<file path="config.mk">
export PLATFORM = sky130hd
export DESIGN_NAME = ex_mem_stage
export DESIGN_NICKNAME = d
export VERILOG_FILES = /design/src/rtl/ex_mem_stage.sv
export SDC_FILE = /design/constraint.sdc
export NUM_CORES = 2
export LEC_CHECK = 0
export BUFFER_PORTS_ARGS = -buffer_cell sky130_fd_sc_hd__buf_4
export CAP_MARGIN = 10
export CORE_MARGIN = 10
export CORE_UTILIZATION = 32
export DETAILED_ROUTE_END_ITERATION = 6
export GPL_TIMING_DRIVEN = 0
export PLACE_DENSITY = 0.55
export SLEW_MARGIN = 15
export SYNTH_ARGS = -nofsm -noshare
export SYNTH_HDL_FRONTEND = slang
export SYNTH_SLANG_ARGS = --single-unit
export TNS_END_PERCENT = 1
</file>
<file path="constraint.sdc">
create_clock -name clk -period 15.8 [get_ports clk]
set_input_delay 0 -clock clk [delete_from_list [all_inputs] [get_ports clk]]
set_output_delay 0 -clock clk [all_outputs]
set_load 0.01 [all_outputs]
</file>
<file path="src/rtl/ex_mem_stage.sv">
// ex_mem_stage: execute->memory register stage with a 2-entry skid buffer and branch/jump redirect.
// Results are fully formed at accept time, so the buffer only stores and replays them.
module ex_mem_stage #(
   parameter int XLEN   = 64,
   parameter int RD_W   = 5,
   parameter int PERF_W = 32
) (
   input  logic              clk,
   input  logic              reset,
   input  logic              flush,
   input  logic              in_valid,
   output logic              in_ready,
   input  logic [7:0]        in_opcode,
   input  logic [XLEN-1:0]   in_result,
   input  logic [XLEN-1:0]   in_rs1_val,
   input  logic [XLEN-1:0]   in_rs2_val,
   input  logic [XLEN-1:0]   in_imm,
   input  logic [XLEN-1:0]   in_pc,
   input  logic [RD_W-1:0]   in_rd,
   output logic              out_valid,
   input  logic              out_ready,
   output logic [7:0]        out_opcode,
   output logic [XLEN-1:0]   out_result,
   output logic [XLEN-1:0]   out_store_data,
   output logic [RD_W-1:0]   out_rd,
   output logic [XLEN-1:0]   out_pc,
   output logic              redirect_valid,
   output logic [XLEN-1:0]   redirect_pc,
   output logic [PERF_W-1:0] redirect_count
);
   typedef enum logic [1:0] {EMPTY, ONE, TWO} state_t;
   typedef struct packed {
      logic [7:0]      opcode;
      logic [XLEN-1:0] result;
      logic [XLEN-1:0] store_data;
      logic [RD_W-1:0] rd;
      logic [XLEN-1:0] pc;
   } entry_t;
   state_t          state_q, state_n;
   entry_t          main_q, main_n, skid_q, skid_n, new_e;
   logic            ready_q, accept, depart, taken;
   logic            is_store, is_branch, is_jal, is_jalr, is_lui;
   logic [XLEN-1:0] imm12, base_sum, target, lui_val;
   assign is_store  = in_opcode >= 8'd43 && in_opcode <= 8'd46;
   assign is_branch = in_opcode >= 8'd47 && in_opcode <= 8'd52;
   assign is_jal    = in_opcode == 8'd53;
   assign is_jalr   = in_opcode == 8'd54;
   assign is_lui    = in_opcode == 8'd55;
   assign imm12     = {{(XLEN-12){in_imm[11]}}, in_imm[11:0]};
   assign lui_val   = {{(XLEN-32){in_imm[19]}}, in_imm[19:0], 12'h000};
   assign base_sum  = in_rs1_val + imm12;
   assign taken     = is_jal | is_jalr | (is_branch & in_result[0]);
   assign target    = is_jalr ? {base_sum[XLEN-1:1], 1'b0} : in_pc + in_imm;
   assign new_e = '{
      opcode:     in_opcode,
      result:     is_store ? base_sum : (is_jal | is_jalr) ? in_pc + XLEN'(4) : is_lui ? lui_val : in_result,
      store_data: is_store ? in_rs2_val : '0,
      rd:         (is_store | is_branch) ? '0 : in_rd,
      pc:         in_pc
   };
   // flush wins over any same-cycle accept, including its redirect
   assign accept    = in_valid & ready_q & ~flush;
   assign depart    = (state_q != EMPTY) & out_ready;
   assign in_ready  = ready_q;
   assign out_valid = state_q != EMPTY;
   assign out_opcode     = main_q.opcode;
   assign out_result     = main_q.result;
   assign out_store_data = main_q.store_data;
   assign out_rd         = main_q.rd;
   assign out_pc         = main_q.pc;
   always_comb begin
      state_n = state_q;
      main_n  = main_q;
      skid_n  = skid_q;
      case (state_q)
         EMPTY: if (accept) begin
            main_n  = new_e;
            state_n = ONE;
         end
         ONE: if (accept & depart) main_n = new_e;
         else if (accept) begin
            skid_n  = new_e;
            state_n = TWO;
         end else if (depart) state_n = EMPTY;
         TWO: if (depart) begin
            main_n  = skid_q;
            state_n = ONE;
         end
         default: state_n = EMPTY;
      endcase
      if (flush) state_n = EMPTY;
   end
   always_ff @(posedge clk or posedge reset) begin
      if (reset) begin
         state_q        <= EMPTY;
         main_q         <= '0;
         skid_q         <= '0;
         ready_q        <= 1'b0;
         redirect_valid <= 1'b0;
         redirect_pc    <= '0;
         redirect_count <= '0;
      end else begin
         state_q        <= state_n;
         main_q         <= main_n;
         skid_q         <= skid_n;
         ready_q        <= state_n != TWO;
         redirect_valid <= accept & taken;
         if (accept & taken) begin
            redirect_pc    <= target;
            redirect_count <= redirect_count + PERF_W'(redirect_count != '1);
         end
      end
   end
endmodule

</file>
After elaboration in Yosys (flattened, before gate mapping) --
Index checks and enable logic that the tools add are counted.
Cells by class: $add $sub $neg 4, reductions and logical operators 7, equality and inequality tests 10, bitwise gates (word level) 11, mux-type cells 17, $lt $le $gt $ge 4
Operators by type and width (number):
- $mux 205 | 3
- $pmux 205 s3 | 1
- $mux 64 | 5
- $add 64x64->64 | 2
- $add 64x3->64 const B | 1
- $add 32x1->32 | 1
- $ne 32x32->1 const B | 1
- $eq 8x6->1 const B | 3
- $ge 8x6->1 const B | 2
- $le 8x6->1 const B | 2
- $mux 2 | 6
- $ne 2x2->1 const B | 4
- $and 1x1->1 | 6
- $pmux 2 s3 | 1
- $mux 5 | 1
- $reduce_and 4->1 | 1
- $or 1x1->1 | 3
- $reduce_and 3->1 | 1
- $reduce_bool 3->1 | 1
- $eq 2x1->1 const B | 1
- $eq 2x2->1 const B | 1
- $logic_and 1x1->1 | 2
- $logic_not 2->1 | 1
- $not 1->1 | 2
- $reduce_bool 2->1 | 1
Storage, ports and cells: input port bits 338, register bits 510

Longest topological paths before layout --
depth in word-level cells 8, gate-level depth with buffers 13, mapped depth without buffers 12

Worst setup path before layout --
Ideal clock, no wire load.
path kind input to register, start point input port in_imm[0], end point register redirect_pc[48], slack 13040 ps, arrival time 2634 ps, library setup time 126 ps, data required time 15674 ps, buffers on the path 0, cell stages on the path 12, cell sequence ha_1 fa_1 a21oi_1 o21ai_0 a2111oi_2 o32ai_1 o211ai_1 a211oi_2 a311oi_1 xor2_1 nor2_1 a221o_1
On the way: cells in the longest elaborated chain, start to end 2, elaborated cells on any way between the ends 3, those cells by class add/sub: 2; mux: 1
RTL lines:
- start, declared | RTL line 17 | input logic [XLEN-1:0] in_imm,
- $add 64x64->64, on equally long branches | RTL line 53, 51
- $mux 64 * | RTL line 53 | assign target = is_jalr ? {base_sum[XLEN-1:1], 1'b0} : in_pc + in_imm;
- end signal, assigned | RTL line 109 | redirect_pc <= target;
- end, declared | RTL line 28 | output logic [XLEN-1:0] redirect_pc,
Every way passes the cells marked *; elsewhere a longest branch is shown, timed or not. A chain may end at the register's enable or synchronous reset.

Worst setup path in the final report --
start point input port in_opcode[6], end point register redirect_pc[1]
On the way: cells in the longest elaborated chain, start to end 5, elaborated cells on any way between the ends 10, those cells by class order compare: 2; eq/ne: 2; mux: 1; bitwise: 4; reduce/logical: 1
RTL lines:
- start, declared | RTL line 13 | input logic [7:0] in_opcode,
- $ge 8x6->1 / $le 8x6->1 (equally long branches) | RTL line 45 | assign is_branch = in_opcode >= 8'd47 && in_opcode <= 8'd52;
- $logic_and 1x1->1 | RTL line 45
- $and 1x1->1 | RTL line 52 | assign taken = is_jal | is_jalr | (is_branch & in_result[0]);
- $or 1x1->1 | RTL line 52
- $and 1x1->1 | RTL line 108 | if (accept & taken) begin
Several ways; a longest one is shown, not always the timed one.

==> results.yml <==
layout:
  layout.cells.most_common_list: "nand2_1, buf_4, dfrtp_1, nor2_1, a21oi_1"
  sequential_cell_area_um2: 12760
  layout-area-overhead-vs-synth_pct: 34.50
  multi_input_area_um2: 17610
  mostFrequentLayoutCell: "nand2_1"
  finish.utilization_pct: 43.23
  count_of_nets_after_finishing: 5346
  fill_cells: 10060
  final_layout_size_suffix_gt1_share_pct: 16.60
clock_tree:
  clock_insertion_delay_at_the_later_pin_of_the_skew_report_ns: 0.69
  cts_tree: "yes"
  cts.htree.levels: 2
  clk_path_buf_depth: 3
  clkSinkCount: 510
  numCtsBuffers: 61
  root_buffer: "clkbuf_16"
  clk_pin_slew_worst_paths_ns: 0.06
floorplanning:
  die-height_um: 333.7
  floorplan.core_area_um2: 97990
  design.portCount: 642
  placement_rows: 115
  initial_core_utilization_pct: 32.14
  dieWidth_um: 333.7
  fp.dieArea_um2: 111400
hold_path:
  hold_class: "input pin to flop"
sta:
  post-route-period-util_pct: 29.42
  hold_violations: 0
  report.final.slew_viol_count: 0
  rsz0062_at_grt: "no"
  worst_slew_margin_rel_pct: 14.75
  finalCriticalPeriod_ns: 4.648
  finalHoldWorstSlack_ns: 0.04102
  worstMarginPinSlew_ns: 1.279
  timing.clock.skew_ns: 0.01416
  fmax_ghz: 0.2152
  setup_viol: 0
global_routing:
  global_route.usage.total_pct: 28.59
  number_of_global_route_vias_before_repair: 33350
  first_pass_grt_wire_length_um: 236600
  grt_max_degree: 99
  grt_remaining_overflow: 0
  antenna_found_initial: 14
setup_path:
  arr_time_crit_path_ns: 5.21
  worst_path_max_delay_cell: "buf_1"
  classification_of_the_worst_setup_path: "input pin to flop"
  critical-path-max-stage-delay_ns: 0.96
  crit_path_max_fanout: 10
  timing.critical_path.from_type: "input pin"
  worst_path_required_ns: 16.36
  critPathCaptureType: "flop"
  crit_path_cell_trace: "dlygate4sd3_1 -> buf_4 -> or3b_1 -> buf_2 -> nor2_4 -> and2_1 -> buf_4 -> a21oi_1 -> or3_4 -> clkinv_2 -> clkbuf_1 -> buf_1 -> a31oi_1 -> dlygate4sd3_1"
drt:
  drt_pass1_iterations: 6
  dr.first_iter.drc_count: 2997
  dr_total_vias: 33980
  ant_nets: 0
  drc: 0
  total_length_of_routed_wires_um: 166000
  wl_per_cell_um: 26.72
  via_per_inst: 5.469
yosys:
  synth.cell_area_um2: 31490
  yosys_warn_count: 0
  ys_seq_elements: 510
  syn_inst: 3942
  syn-num-nets: 4411
  postSynth.asyncResetShare_pct: 100.0
  postSynthAreaPerCell_um2: 7.989
  synthFlopType: "dfrtp_1"
  netlist-cell-type-count: 85
  synth.yosys.seq_area_share_pct: 40.52
  synth_enable_flop_cells: 0
power:
  leakage_power_figure_nw: 19.06
  powerDensity_nw_per_um2: 104.1
  max-vdd-ir-drop_mv: 0.07150
place:
  place.gp.congestion: 0.9646
  count_of_buffers_from_port_buffering: 639
  dp.final_hpwl_um: 132900
run:
  maxCapViolCount: 0
run_status:
  run_status: "finished clean"
## what timing repair did
action,4_1_cts,5_1_grt
setup buffers,0,0
gates resized for setup,0,0
endpoints found under the hold margin,609,0
hold buffers,226,0
## where the power goes
group | internal, W | switching [W]
clock | 0.000837 | 0.000622
sequential | 0.00153 | 0.000130
combinational | 0.000524 | 0.000767
## metrics by stage
| step | TNS (ns) | instances | setup slack [ns] | total power [W] | cell area, µm² |
|---|---|---|---|---|---|
| 2_1_floorplan | 0 | 3942 | 1.557 | 0.002274 | 31490 |
| 3_3_place_gp | -2831.87 | 5868 | -5.640 | 0.002898 | 37900 |
| 3_5_place_dp | 0 | 5875 | 11.43 | 0.002908 | 38090 |
| 4_1_cts | 0 | 6209 | 11.13 | 0.004426 | 42350 |
| 5_1_grt | 0 | 6212 | 10.98 | 0.004612 | 42360 |
| 6_report | 0 | 6213 | 11.15 | 0.004410 | 42360 |
## metal layers
metal	GRT usage, %	vias to the layer above	routed length [µm]
li1	-	15730	-
met1	37.41	16690	70850
met3	5.702	250	12320
met5	0	-	55
met4	10.26	8	6506
met2	46.43	1304	76270
## cells in the mapped netlist (28+ instances only)
library cell	instances	area, µm²
a21oi_1	326	1632
a21o_1	51	382.9
buf_1	29	108.9
xnor2_1	126	1104
nand2_1	893	3352
and3_1	28	175.2
nor3_1	55	275.3
dfrtp_1	510	12760
ha_1	129	1614
o211ai_1	31	232.7
nand3_1	142	710.7
nor2_1	368	1381
a31oi_1	142	888.4
clkbuf_1	219	822.0
xor2_1	82	718.2
inv_1	35	131.4
nand4_1	57	356.6
a211oi_1	37	277.8
o21ai_0	312	1562
## area by class of cell
| type | instances | area share, % |
|---|---|---|
| Multi-Input combinational cell | 3136 | 41.57 |
| Sequential cell | 510 | 30.13 |
| Timing Repair Buffer | 872 | 17.07 |
| Clock buffer | 85 | 4.052 |
| Tap cell | 1287 | 3.801 |
| Buffer | 260 | 2.360 |
| Clock inverter | 23 | 0.6616 |
| Inverter | 36 | 0.3397 |
| Antenna cell | 4 | 0.02363 |
## worst paths after layout
kind	start	end	slack, ns	depth (start not counted)
max in group asynchronous	reset	skid_q[41]	13.87	6
min	in_imm[3]	redirect_pc[3]	0.04	6
min in group asynchronous	reset	out_store_data[51]	0.54	4
min reg2reg	skid_q[13]	skid_q[13]	0.47	2
max	in_opcode[6]	redirect_pc[1]	11.15	14
max reg2reg	in_ready	redirect_pc[1]	11.60	7
## worst max-delay path: cells and delay by family
kind | cells | cell delay (ns)
buffers and inverters | 8 | 3.69
AO/OA/AOI/OAI | 2 | 0.29
AND/OR/NAND/NOR | 4 | 1.19
## logic make-up after synthesis
group	share of synthesized area [%]
AND/OR/NAND/NOR	22.78
AO/OA/AOI/OAI	20.85
buffers and inverters	3.587
XOR/XNOR	5.836
flip-flops	40.52
multiplexers	1.176
adder cells (fa/ha/maj)	5.252
## sequential cells by signal, summed over array words and instances, names as in the netlist
name,count
state_q,2
redirect_pc,64
skid_q,205
redirect_valid,1
redirect_count,32
in_ready,1
out_opcode,8
out_pc,64
out_store_data,64
out_rd,5
out_result,64
(Power assumes the default switching activity.)
